`config.mk`:
```
export PLATFORM = sky130hd
export DESIGN_NAME = imem_loader
export DESIGN_NICKNAME = d
export VERILOG_FILES = /design/src/rtl/imem_loader.sv
export SDC_FILE = /design/constraint.sdc
export NUM_CORES = 1
export LEC_CHECK = 0
export CAP_MARGIN = 20
export CELL_PAD_IN_SITES_DETAIL_PLACEMENT = 0
export CELL_PAD_IN_SITES_GLOBAL_PLACEMENT = 1
export CORE_MARGIN = 1
export CORE_UTILIZATION = 30
export DETAILED_ROUTE_END_ITERATION = 16
export DONT_BUFFER_PORTS = 1
export GPL_ROUTABILITY_DRIVEN = 0
export GPL_TIMING_DRIVEN = 0
export PLACE_DENSITY_LB_ADDON = 0.1
export SYNTH_ARGS = -nofsm -noshare
export SYNTH_HDL_FRONTEND = slang
export SYNTH_SLANG_ARGS = --single-unit
```
`constraint.sdc`:
```
create_clock -name clk -period 7.6 [get_ports clk]
set_clock_uncertainty 0.15 [all_clocks]
set_input_delay 1.9 -clock clk [delete_from_list [all_inputs] [get_ports clk]]
set_output_delay 1.9 -clock clk [all_outputs]
set_load 0.02 [all_outputs]
```
`src/rtl/imem_loader.sv`:
```
`timescale 1ns/1ps
`default_nettype none
// ============================================================================
// Module   : imem_loader
// Purpose  : Boot-time instruction-memory loader. Receives a byte stream over
//            a valid/ready handshake (2-byte big-endian word count N, then
//            4*N data bytes, MSB first per word), writes the assembled words
//            to the instruction-memory write port and holds the CPU in reset
//            until a complete image has been written.
// Optional : IMEM_LOADER_CHECKSUM_EN - when defined, a trailing checksum byte
//            (XOR of all data bytes) is expected and verified before DONE.
// Ports    : clk, rst         - clock, asynchronous active-high reset
//            start            - begin a load (honoured in IDLE/DONE/ERR)
//            byte_valid/data  - byte stream from the source
//            byte_ready       - loader can take a byte this cycle
//            mem_addr/wdata/we- instruction-memory write port
//            cpu_hold         - CPU reset hold (high = held)
//            done, error      - sticky completion / abort flags
//            word_count       - words written in the current load
// Revision : 1.0 - initial release
// ============================================================================
module imem_loader #(
  parameter int unsigned DEPTH_WORDS = 256,
  parameter logic [31:0] BASE_ADDR   = 32'h0
) (
  input  logic        clk,
  input  logic        rst,
  input  logic        start,
  input  logic        byte_valid,
  input  logic [7:0]  byte_data,
  output logic        byte_ready,
  output logic [31:0] mem_addr,
  output logic [31:0] mem_wdata,
  output logic        mem_we,
  output logic        cpu_hold,
  output logic        done,
  output logic        error,
  output logic [15:0] word_count
);

  localparam logic [31:0] c_DEPTH_WORDS = 32'(DEPTH_WORDS);

  typedef enum logic [2:0] {
    S_IDLE  = 3'd0,
    S_HDR0  = 3'd1,
    S_HDR1  = 3'd2,
    S_DATA  = 3'd3,
    S_WRITE = 3'd4,
    S_DONE  = 3'd5,
`ifdef IMEM_LOADER_CHECKSUM_EN
    S_ERR   = 3'd6,
    S_CHK   = 3'd7
`else
    S_ERR   = 3'd6
`endif
  } state_t;

  state_t      state_q, state_d;
  logic [15:0] n_q, n_d;
  logic [1:0]  idx_q, idx_d;
  logic [31:0] word_q, word_d;
  logic [31:0] addr_q, addr_d;
  logic [15:0] word_count_q, word_count_d;
  logic        done_q, done_d;
  logic        error_q, error_d;
  logic        cpu_hold_q, cpu_hold_d;
`ifdef IMEM_LOADER_CHECKSUM_EN
  logic [7:0]  xor_q, xor_d;
`endif

  logic        w_accept;
  logic [15:0] w_n_full;
  logic        w_last_word;

  // Ready depends only on the state, so it never combinationally follows valid.
  always_comb begin
    byte_ready = 1'b0;
    case (state_q)
      S_HDR0, S_HDR1, S_DATA: byte_ready = 1'b1;
`ifdef IMEM_LOADER_CHECKSUM_EN
      S_CHK:                  byte_ready = 1'b1;
`endif
      default:                byte_ready = 1'b0;
    endcase
  end

  assign w_accept    = byte_valid & byte_ready;
  assign w_n_full    = {n_q[15:8], byte_data};
  assign w_last_word = ((word_count_q + 16'd1) == n_q);

  always_comb begin
    state_d      = state_q;
    n_d          = n_q;
    idx_d        = idx_q;
    word_d       = word_q;
    addr_d       = addr_q;
    word_count_d = word_count_q;
    done_d       = done_q;
    error_d      = error_q;
    cpu_hold_d   = cpu_hold_q;
`ifdef IMEM_LOADER_CHECKSUM_EN
    xor_d        = xor_q;
`endif

    case (state_q)
      S_IDLE, S_DONE, S_ERR: begin
        if (start) begin
          state_d      = S_HDR0;
          done_d       = 1'b0;
          error_d      = 1'b0;
          cpu_hold_d   = 1'b1;
          word_count_d = 16'd0;
        end
      end
      S_HDR0: begin
        if (w_accept) begin
          n_d[15:8] = byte_data;
          state_d   = S_HDR1;
        end
      end
      S_HDR1: begin
        if (w_accept) begin
          n_d = w_n_full;
          if ((w_n_full == 16'd0) || ({16'd0, w_n_full} > c_DEPTH_WORDS)) begin
            state_d = S_ERR;
            error_d = 1'b1;
          end else begin
            state_d      = S_DATA;
            idx_d        = 2'd0;
            addr_d       = BASE_ADDR;
            word_count_d = 16'd0;
`ifdef IMEM_LOADER_CHECKSUM_EN
            xor_d        = 8'd0;
`endif
          end
        end
      end
      S_DATA: begin
        if (w_accept) begin
          // Shift in MSB first; after four bytes word_q holds the full word
          // and doubles as the registered write data during WRITE.
          word_d = {word_q[23:0], byte_data};
          idx_d  = idx_q + 2'd1;
`ifdef IMEM_LOADER_CHECKSUM_EN
          xor_d  = xor_q ^ byte_data;
`endif
          if (idx_q == 2'd3) begin
            state_d = S_WRITE;
          end
        end
      end
      S_WRITE: begin
        word_count_d = word_count_q + 16'd1;
        addr_d       = addr_q + 32'd4;
        if (!w_last_word) begin
          state_d = S_DATA;
        end else begin
`ifdef IMEM_LOADER_CHECKSUM_EN
          state_d = S_CHK;
`else
          state_d    = S_DONE;
          done_d     = 1'b1;
          cpu_hold_d = 1'b0;
`endif
        end
      end
`ifdef IMEM_LOADER_CHECKSUM_EN
      S_CHK: begin
        if (w_accept) begin
          if (byte_data == xor_q) begin
            state_d    = S_DONE;
            done_d     = 1'b1;
            cpu_hold_d = 1'b0;
          end else begin
            state_d = S_ERR;
            error_d = 1'b1;
          end
        end
      end
`endif
      default: state_d = S_IDLE;
    endcase
  end

  always_ff @(posedge clk or posedge rst) begin
    if (rst) begin
      state_q      <= S_IDLE;
      n_q          <= 16'd0;
      idx_q        <= 2'd0;
      word_q       <= 32'd0;
      addr_q       <= BASE_ADDR;
      word_count_q <= 16'd0;
      done_q       <= 1'b0;
      error_q      <= 1'b0;
      cpu_hold_q   <= 1'b1;
`ifdef IMEM_LOADER_CHECKSUM_EN
      xor_q        <= 8'd0;
`endif
    end else begin
      state_q      <= state_d;
      n_q          <= n_d;
      idx_q        <= idx_d;
      word_q       <= word_d;
      addr_q       <= addr_d;
      word_count_q <= word_count_d;
      done_q       <= done_d;
      error_q      <= error_d;
      cpu_hold_q   <= cpu_hold_d;
`ifdef IMEM_LOADER_CHECKSUM_EN
      xor_q        <= xor_d;
`endif
    end
  end

  assign mem_addr   = addr_q;
  assign mem_wdata  = word_q;
  assign mem_we     = (state_q == S_WRITE);
  assign cpu_hold   = cpu_hold_q;
  assign done       = done_q;
  assign error      = error_q;
  assign word_count = word_count_q;

endmodule
`default_nettype wire

```
==> metrics.md <==
| Metric | Value |
|---|---|
| PostCTS Resize Cnt | `0` |
| Cts bufs inserted | `9` |
| Worst r2r src | `state_q[2]$_DFFE_PP0P_` |
| Leading area contributor after synthesis | `dfrtp_1` |
| Power per Cell Area | `386 nW/um2` |
| Layout cells sized above 1 | `0.153` |
| Pin count of the biggest net entering global routing | `between 50 and 60` |
| Vias in the first global route | `3843` |
| # DRC | `0` |
| PortBufs | `0` |
| Hold Vio Cnt, Final | `0` |
| Pint | `1.26 mW` |
| Worst hold path type | `register to register` |
| Worst Hold Path EP | `idx_q[0]$_DFFE_PP0P_` |
| Number of top-level pins | `between 90 and 100` |
| Core area | `roughly 17000 um2` |
| Slew Limit Fails | `0` |
| H-tree levels | `3` |
| Mapped cell area | `between 5000 and 6000 um2` |
| Worst-margin pin slew | `0.793 ns` |
| Worst setup path category | `register to output pin` |
| Crit end category | `output pin` |
| Mean post-synth cell area | `10.4 um2` |
| Later-pin clock latency in the skew report | `0.36 ns` |
| WL final | `between 10000 and 15000 um` |
| Worst R2R Path Depth | `7` |
| Seq pwr share | `0.519` |
| Type of origin of the critical path | `register` |
| Largest cells by area after synthesis | `dfrtp_1 (49%), mux2_2 (10%), o21ai_0 (4.9%)` |
| Layout fillers | `1706` |
| Fmax | `between 200 and 250 MHz` |
| Flop2flop setup slack | `between 4 and 5 ns` |
| Final ANT Viol Nets | `0` |
| Ant. Diodes | `0` |
| Vias/cell | `between 5 and 6` |
| Maxcap violations | `0` |
| Multi-input gate area | `2430 um2` |
| DP Wirelength | `9770 um` |
| Hold slack | `roughly 0.36 ns` |
| Global-route wire length before repair | `around 22000 um` |
| Min-delay src | `idx_q[0]$_DFFE_PP0P_` |
| Hold path depth | `1` |
| Area Overhead vs Synth | `11.7%` |
| Reg area | `approximately 2600 um2` |
| Post-synthesis cell count | `roughly 490` |
| Logic gate share of total power | `0.274` |
| Total GRT Usage | `0.164` |
| Sequential element share of the synthesized area | `0.500` |
| Net Switching | `~0.94 mW` |
| Static Leakage | `2.31 nW` |
| CTS root buffer | `clkbuf_16` |
| Clock sinks | `102` |
| Data arrival time of the worst path | `roughly 2.7 ns` |
| 1st-iter DRT viols | `251` |
| Unique masters post-synth | `57` |
| Maximum vdd ir drop | `~0.00013 V` |
| Switch share | `0.427` |
| Clk pin slew, worst setup/hold paths | `~0.08 ns` |
| Crit path required time | `between 5 and 6 ns` |
| Post-synth EDFFs | `0` |
| Slew HR | `0.471` |
| Die width | `approximately 130 um` |
| Primary FF master, synth | `dfrtp_1` |
| Post-CTS setup buffers | `0` |
| Initial antenna violation count | `0` |
| Starting density of the core | `0.308` |
| FF-to-FF End | `word_count[9]$_DFFE_PP0P_` |
| Commonest non-fill, non-tap cell in the layout | `dfrtp_1` |
| Post-Layout Inst Area | `around 5700 um2` |
| Placed inst area | `roughly 5400 um2` |
| CTS tree | `done` |
| Die area | `17600 um2` |
| Gr ovfl total | `0` |
| Clk buf depth | `2` |
| Total power | `approximately 2.2 mW` |
| Status | `finished clean` |
| Yosys top cell area share | `0.495` |
| Setup repair after global routing missed its margin | `false` |
| NumNets Final | `between 500 and 600` |
| Setup TNS | `0 ns` |
| Die height | `133 um` |
| Drt first pass iters | `4` |
| Core Rows | `47` |
| Synthesized flop and latch total | `a little over 100` |
| DR vias | `3777` |
| Post-synth ARST share | `1.00` |
| Commonest cells after routing, fill and taps aside | `dfrtp_1 (101), o21ai_0 (50), mux2_2 (47)` |
| Fin crit share | `0.621` |
| Clock network fraction of total power | `0.207` |
| Crit path max fanout | `10` |
| Wire length per cell | `between 15 and 20 um` |
| Final Critical Period | `4.72 ns` |
| CTS Hold Buffers Added | `0` |
| Final Setup Violations | `0` |
| YS warnings | `0` |
-- Yosys cell counts, types with 2 or more instances --
| master | number |
|---|---|
| nand2_1 | 36 |
| xor2_1 | 20 |
| and4_1 | 7 |
| nor3_1 | 5 |
| or3_1 | 7 |
| buf_1 | 4 |
| nand3_1 | 16 |
| nand4_1 | 10 |
| inv_1 | 6 |
| nand2b_1 | 3 |
| nor2_1 | 41 |
| o211ai_1 | 4 |
| xnor2_1 | 15 |
| o2111ai_1 | 5 |
| ha_1 | 3 |
| nor4_1 | 7 |
| mux2i_1 | 3 |
| buf_2 | 3 |
| o21ai_0 | 50 |
| and2_1 | 8 |
| a31oi_1 | 4 |
| o22ai_1 | 2 |
| dfrtp_1 | 101 |
| nor2b_1 | 3 |
| o31ai_1 | 10 |
| clkbuf_1 | 13 |
| buf_4 | 2 |
| mux2_2 | 47 |
| and3_1 | 7 |
| a21oi_1 | 22 |
-- flip-flops by register name, summed over array words and instances, names as in the netlist --
name	cells
n_q	16
word_count	16
error	1
state_q	3
mem_addr	30
done	1
mem_wdata	32
cpu_hold	1
idx_q	2
-- how the worst max path moves through the flow --
stage	startpoint	endpoint	slack, ns	cells after the start
6_report	state_q[2]$_DFFE_PP0P_	mem_we	2.88	5
5_1_grt	state_q[2]$_DFFE_PP0P_	mem_we	2.67	5
4_1_cts	state_q[2]$_DFFE_PP0P_	mem_we	2.83	5
3_5_place_dp	byte_data[1]	word_count[5]$_DFFE_PP0P_	3.22	7
3_3_place_gp	rst	mem_wdata[0]$_DFFE_PP0P_	1.47	1
2_1_floorplan	rst	done$_DFFE_PP0P_	2.88	1
-- cells by family (layout without fill, tap and decap cells) --
| logic type | Yosys count | in the layout | synth area share |
|---|---|---|---|
| simple gates | 159 | 159 | 0.164 |
| xor+xnor | 36 | 36 | 0.0646 |
| compound gates | 110 | 110 | 0.130 |
| mux | 50 | 50 | 0.109 |
| flops | 102 | 102 | 0.500 |
| buf+inv | 30 | 47 | 0.0245 |
| other cells | 1 | 2 | 0.000734 |
| fa+ha+maj | 3 | 3 | 0.00735 |
-- power by group through the flow --
stage / clock network (mW) / logic (mW) / registers (mW)
CTS: 0.472 / 0.613 / 1.15
finish: 0.456 / 0.605 / 1.14
floorplan: 0 / 0.492 / 1.08
global route: 0.491 / 0.680 / 1.19
global placement: 0 / 0.596 / 1.15
detailed placement: 0 / 0.609 / 1.16
-- worst max-delay path, stage by stage (launching register included) --
cell and delay [ns]:
dfrtp_1 0.41, nor2b_1 0.24, nand2_1 0.21, clkinv_1 0.26
clkbuf_1 0.52, clkbuf_1 0.67
-- routing by layer --
layer  vias to the layer above  global-route usage  part of all wire
met4                         0              0.0498             0.012
met5                         -                   0                 0
met1                      1871               0.217              0.47
met2                        90               0.258              0.46
met3                        12              0.0471             0.054
li1                       1804                   -                 -
-- metrics by stage --
| stage | setup slack, ns | cells | utilization |
|---|---|---|---|
| 2_1_floorplan | 2.88 | 492 | - |
| 3_3_place_gp | 1.47 | 712 | 0.325 |
| 3_5_place_dp | 3.22 | 713 | 0.327 |
| 4_1_cts | 2.83 | 728 | 0.344 |
| 5_1_grt | 2.67 | 729 | 0.344 |
| 6_report | 2.88 | 729 | 0.344 |
-- area by class of cell --
cell class                 count  share of cell area
buffer                        23              0.0173
clock buffer                   9              0.0395
clock inverter                 6             0.00965
inverter                       7             0.00504
multi-input combinational    360               0.427
sequential                   102               0.447
tap                          220              0.0482
timing repair buffer           2             0.00614
(Power assumes the default switching activity.)
